**src/rtl/mem_stage_pkg.sv**
```systemverilog
// Shared definitions for the memory stage: datapath widths, the access FSM
// state type and the packed width of the MEM/WB pipeline register.
`ifndef MEM_STAGE_PKG_MACROS
`define MEM_STAGE_PKG_MACROS
`define WORD     32
`define REG_SIZE 5
`endif

package mem_stage_pkg;

    // Data-memory access sequencer states.
    typedef enum logic [1:0] {
        IDLE = 2'b00,
        REQ  = 2'b01,
        RESP = 2'b10
    } memstate_t;

    // MEM/WB layout: readData, ALUResult, pc, writeReg, then four control bits.
    function automatic int memwb_size(input int word, input int reg_size);
        return 3 * word + reg_size + 4;
    endfunction

    localparam int MEMWB_SIZE = memwb_size(`WORD, `REG_SIZE);

endpackage

```
**src/rtl/flopr_async.sv**
```systemverilog
// Enable-free pipeline register with asynchronous active-high clear.
module flopr_async #(
    parameter int WIDTH = 8
) (
    input  logic             clk,
    input  logic             reset,
    input  logic [WIDTH-1:0] d,
    output logic [WIDTH-1:0] q
);

    // Clear to zero on reset, otherwise load every cycle.
    always_ff @(posedge clk or posedge reset) begin
        if (reset) begin
            q <= '0;
        end else begin
            q <= d;
        end
    end

endmodule

```
**src/rtl/mem_stage.sv**
```systemverilog
// Memory stage: drives a valid/ready data-memory port with variable latency,
// stalls the front of the pipeline while an access is outstanding, resolves
// the branch decision and owns the MEM/WB pipeline register.
module mem_stage
    import mem_stage_pkg::*;
#(
    parameter int WORD     = `WORD,
    parameter int REG_SIZE = `REG_SIZE
) (
    input  logic                clk,
    input  logic                reset,
    input  logic [WORD-1:0]     writeDataM,
    input  logic [WORD-1:0]     ALUResultM,
    input  logic [WORD-1:0]     pcM,
    input  logic [WORD-1:0]     pcALUM,
    input  logic [REG_SIZE-1:0] writeRegM,
    input  logic                regWriteM,
    input  logic                memWriteM,
    input  logic                mem2regM,
    input  logic                zeroM,
    input  logic                branchM,
    input  logic                finishM,
    input  logic                validM,
    output logic                dmem_req_valid,
    input  logic                dmem_req_ready,
    output logic                dmem_we,
    output logic [WORD-1:0]     dmem_addr,
    output logic [WORD-1:0]     dmem_wdata,
    input  logic                dmem_resp_valid,
    input  logic [WORD-1:0]     dmem_rdata,
    output logic                stallM,
    output logic                pcSrcM,
    output logic [WORD-1:0]     pcBranchM,
    output logic                misalignM,
    output logic [WORD-1:0]     readDataW,
    output logic [WORD-1:0]     ALUResultW,
    output logic [WORD-1:0]     pcW,
    output logic [REG_SIZE-1:0] writeRegW,
    output logic                regWriteW,
    output logic                mem2regW,
    output logic                finishW,
    output logic                validW
);

    localparam int MW = memwb_size(WORD, REG_SIZE);

    memstate_t state_q, state_d;

    logic          is_mem;
    logic          is_store;
    logic          is_load;
    logic          memop;
    logic [MW-1:0] memwb_d, memwb_q;
    logic [WORD-1:0] read_data_d;
    logic            reg_write_d;

    // A write flag wins over mem2reg, so an instruction is never both.
    assign is_mem    = validM & (memWriteM | mem2regM);
    assign is_store  = memWriteM;
    assign is_load   = mem2regM & ~memWriteM;
    assign misalignM = is_mem & (ALUResultM[1:0] != 2'b00);
    assign memop     = is_mem & ~misalignM;

    // Request payload comes straight from EX/MEM, which is frozen while stalled.
    assign dmem_we    = memWriteM;
    assign dmem_addr  = ALUResultM;
    assign dmem_wdata = writeDataM;

    // Branch resolution is purely combinational and independent of stalls.
    assign pcSrcM    = validM & branchM & zeroM;
    assign pcBranchM = pcALUM;

    // Access sequencer state register.
    always_ff @(posedge clk or posedge reset) begin
        if (reset) begin
            state_q <= IDLE;
        end else begin
            state_q <= state_d;
        end
    end

    // Next state, request valid and stall generation.
    always_comb begin
        state_d        = state_q;
        dmem_req_valid = 1'b0;
        stallM         = 1'b0;
        unique case (state_q)
            IDLE, REQ: begin
                if (memop) begin
                    dmem_req_valid = 1'b1;
                    if (dmem_req_ready) begin
                        // Stores finish on acceptance; loads wait for data.
                        if (is_store) begin
                            state_d = IDLE;
                        end else begin
                            state_d = RESP;
                            stallM  = 1'b1;
                        end
                    end else begin
                        state_d = REQ;
                        stallM  = 1'b1;
                    end
                end else begin
                    state_d = IDLE;
                end
            end
            RESP: begin
                if (dmem_resp_valid) begin
                    state_d = IDLE;
                end else begin
                    stallM = 1'b1;
                end
            end
            default: begin
                state_d = IDLE;
            end
        endcase
    end

    // MEM/WB next value: bubble while stalled, otherwise retire the M instruction.
    always_comb begin
        read_data_d = (memop & is_load) ? dmem_rdata : '0;
        reg_write_d = regWriteM & validM & ~misalignM;
        if (stallM) begin
            memwb_d = {memwb_q[MW-1:4], 1'b0, memwb_q[2], 2'b00};
        end else begin
            memwb_d = {read_data_d, ALUResultM, pcM, writeRegM,
                       reg_write_d, mem2regM, finishM, validM};
        end
    end

    flopr_async #(.WIDTH(MW)) u_memwb (
        .clk   (clk),
        .reset (reset),
        .d     (memwb_d),
        .q     (memwb_q)
    );

    assign {readDataW, ALUResultW, pcW, writeRegW,
            regWriteW, mem2regW, finishW, validW} = memwb_q;

endmodule

```
**config.mk**
```make
export PLATFORM = sky130hd
export DESIGN_NAME = mem_stage
export DESIGN_NICKNAME = d
export VERILOG_FILES = /design/src/rtl/mem_stage_pkg.sv /design/src/rtl/flopr_async.sv /design/src/rtl/mem_stage.sv
export SDC_FILE = /design/constraint.sdc
export NUM_CORES = 1
export LEC_CHECK = 0
export BUFFER_PORTS_ARGS = -buffer_cell sky130_fd_sc_hd__buf_2
export CAP_MARGIN = 15
export CORE_AREA = 5 5 147 149
export CTS_BUF_LIST = sky130_fd_sc_hd__clkbuf_4 sky130_fd_sc_hd__clkbuf_8
export DETAILED_ROUTE_END_ITERATION = 6
export DIE_AREA = 0 0 152 154
export GPL_TIMING_DRIVEN = 0
export SYNTH_ARGS = -nofsm -noshare
export SYNTH_HDL_FRONTEND = slang
export SYNTH_SLANG_ARGS = --single-unit
```
**constraint.sdc**
```tcl
create_clock -name clk -period 8.4 [get_ports clk]
set_input_delay 1.68 -clock clk [delete_from_list [all_inputs] [get_ports clk]]
set_output_delay 1.68 -clock clk [all_outputs]
set_load 0.02 [all_outputs]
```
==> results.json <==
{
  "status": "complete, no violations",
  "period_needed_ns": 5.007,
  "r2r-start": "state_q[1]",
  "grt_pass1_wl_um": 23930,
  "crit_arrival_ns": 3.33,
  "ant_nets": 0,
  "clockBufferDepth": 2,
  "io_buffer_count": 317,
  "min_period_over_period_pct": 59.60,
  "cp-end-kind": "output pin",
  "yosysWarningCount": 0,
  "worst_pin_slew_ns": 0.6053,
  "fmax_mhz": 199.7,
  "cts_made_buffers": 9,
  "layout_commonest_cell": "buf_2",
  "power_density_nw_per_um2": 160.6,
  "required_ns": 6.72,
  "netlist.area_leader.share_pct": 52.23,
  "coreArea_um2": 20040,
  "avgViaCountPerCell": 3.987,
  "cts_setup_buffers": 0,
  "clock-sinks": 107,
  "tns_ns": 0,
  "synth_cell_types": 20,
  "layout-drive-gt1-share_pct": 77.65,
  "hold_violations": 0,
  "area_growth_pct": 42.45,
  "regToRegEndpoint": "u_memwb.q[40]",
  "yosys.area.top_type": "dfrtp_1",
  "slew_headroom_pct": 59.56,
  "slew_viol_final": 0,
  "ctsHoldBuffers": 0,
  "cts_resized": 0,
  "cts_max_level": 3,
  "start_util_pct": 25.58,
  "cts_tree": "done",
  "clk_pin_slew_ns": 0.11,
  "cp_max_fo": 10,
  "dp_hpwl_um": 12520,
  "path_class": "primary input to output pin",
  "grt_pass1_vias": 4142,
  "fin_area_um2": 7302,
  "routed_wl_um": 15490,
  "vias": 3895,
  "clk_latency_ns": 0.39,
  "dr.first_iter.drc_count": 115,
  "synth.area.top_cells": "dfrtp_1 52%, mux2_2 14%, buf_4 14%, mux2_4 11%, and3_1 4.0%",
  "hp-class": "flop to flop",
  "dr.pass1.iters": 4,
  "place_area_um2": 7083,
  "r2r_cells": 5,
  "die_area_um2": 23410,
  "setup-violations-final": 0,
  "holdPathEnd": "u_memwb.q[7]",
  "maxCapViolations": 0,
  "routedWlPerCell_um": 15.85,
  "num_antenna_cells": 0,
  "synth-seq-cells": 107,
  "power_leakage_nw": 4.209,
  "seq_area_frac_synth_pct": 52.23,
  "ioPinCount": 382,
  "fp.dieH_um": 154,
  "cts_root_buf": "clkbuf_8",
  "rsz0062_at_grt": "false",
  "hold_ws_ns": 0.5096,
  "grt_start_max_net_pins": 62,
  "final_cell_mix": "323 x buf_2, 107 x dfrtp_1, 98 x buf_4",
  "place.gp.congestion": 0.8268,
  "die-width_um": 152,
  "fin_skew_ns": 0.02032,
  "synth_cells": 373,
  "worstHoldPathCells": 1,
  "synth_fp_nets": 549,
  "avgSynthCellArea_um2": 13.74,
  "start_kind": "primary input",
  "grt_overflow": 0,
  "reg2reg_slack_ns": 6.41,
  "row_count": 52,
  "finalNetCount": 878,
  "min-delay-start": "u_memwb.q[7]",
  "netlist_area_um2": 5126,
  "antenna_found_initial": 0,
  "grtUsageTotal_pct": 12.86,
  "drcViolationCount": 0,
  "ir_drop_v": 0.00006791
}
==> worst max-delay path, stage by stage <==
cell and delay [ns]:
buf_2 0.13, nor3b_4 0.48, a31oi_2 0.36, buf_4 0.30
buf_6 0.17, inv_1 0.05, buf_2 0.15
==> state kept, by name, summed over array words and instances (netlist names) <==
register	flops
u_memwb.q	105
state_q	2
==> cell usage after synthesis <==
cell        n
buf_2       6
buf_6       4
a31oi_2     1
mux2_2     66
mux2_4     36
inv_1       4
o21ba_2     1
buf_4      98
nand2_1     2
clkbuf_1    6
nor3b_1     1
nor3b_4     1
a41o_1      1
and3_1     33
nor2_1      1
dfrtp_1   107
o221a_2     1
and4b_1     1
and2_1      2
nor2b_1     1
==> layer usage <==
metal / wire [um] / global-route usage, %
met2: 8187 / 23.26
met4: 342 / 5.137
met5: 0 / 0
met3: 1166 / 3.935
met1: 5793 / 14.08
==> cells by family (layout without fill, tap and decap cells) <==
kind of cell,Yosys count,in the layout,share of synthesized area (%)
AO/OA/AOI/OAI,4,4,0.8542
flip-flops,107,107,52.23
multiplexers,102,102,25.04
buffers and inverters,118,452,16.55
AND/OR/NAND/NOR,42,42,5.321
==> stage by stage <==
stage	util (%)	setup WS [ns]	power, mW	std cells
2_1_floorplan	-	3.903	0.7342	373
3_3_place_gp	35.18	2.337	0.8341	960
3_5_place_dp	35.35	3.284	0.8383	961
4_1_cts	36.44	3.278	1.197	977
5_1_grt	36.44	3.169	1.232	977
6_report	36.44	3.393	1.173	977
==> where the power goes <==
group	switching [mW]	total, mW	leakage, nW	internal [mW]
combinational	0.144	0.267	2.77	0.124
sequential	0.0125	0.555	1.33	0.543
clock	0.204	0.351	0.111	0.147
==> worst max-delay path by stage <==
stage	from	to	slack [ns]
2_1_floorplan	reset	state_q[0]	3.90
3_3_place_gp	reset	u_memwb.q[60]	2.34
3_5_place_dp	validM	stallM	3.28
4_1_cts	validM	stallM	3.28
5_1_grt	validM	stallM	3.17
6_report	ALUResultM[0]	stallM	3.39
==> area by class of cell <==
type,count,area [um^2]
plain buffers,114,833.3
clock buffers,9,123.9
clock inverters,7,95.09
fillers,2099,12740
inverters,4,20.02
multi-input cells,148,1600
flip-flops and latches,107,2678
well taps,270,337.8
repair buffers,318,1614
No activity file was read; power rests on OpenSTA's default activity.
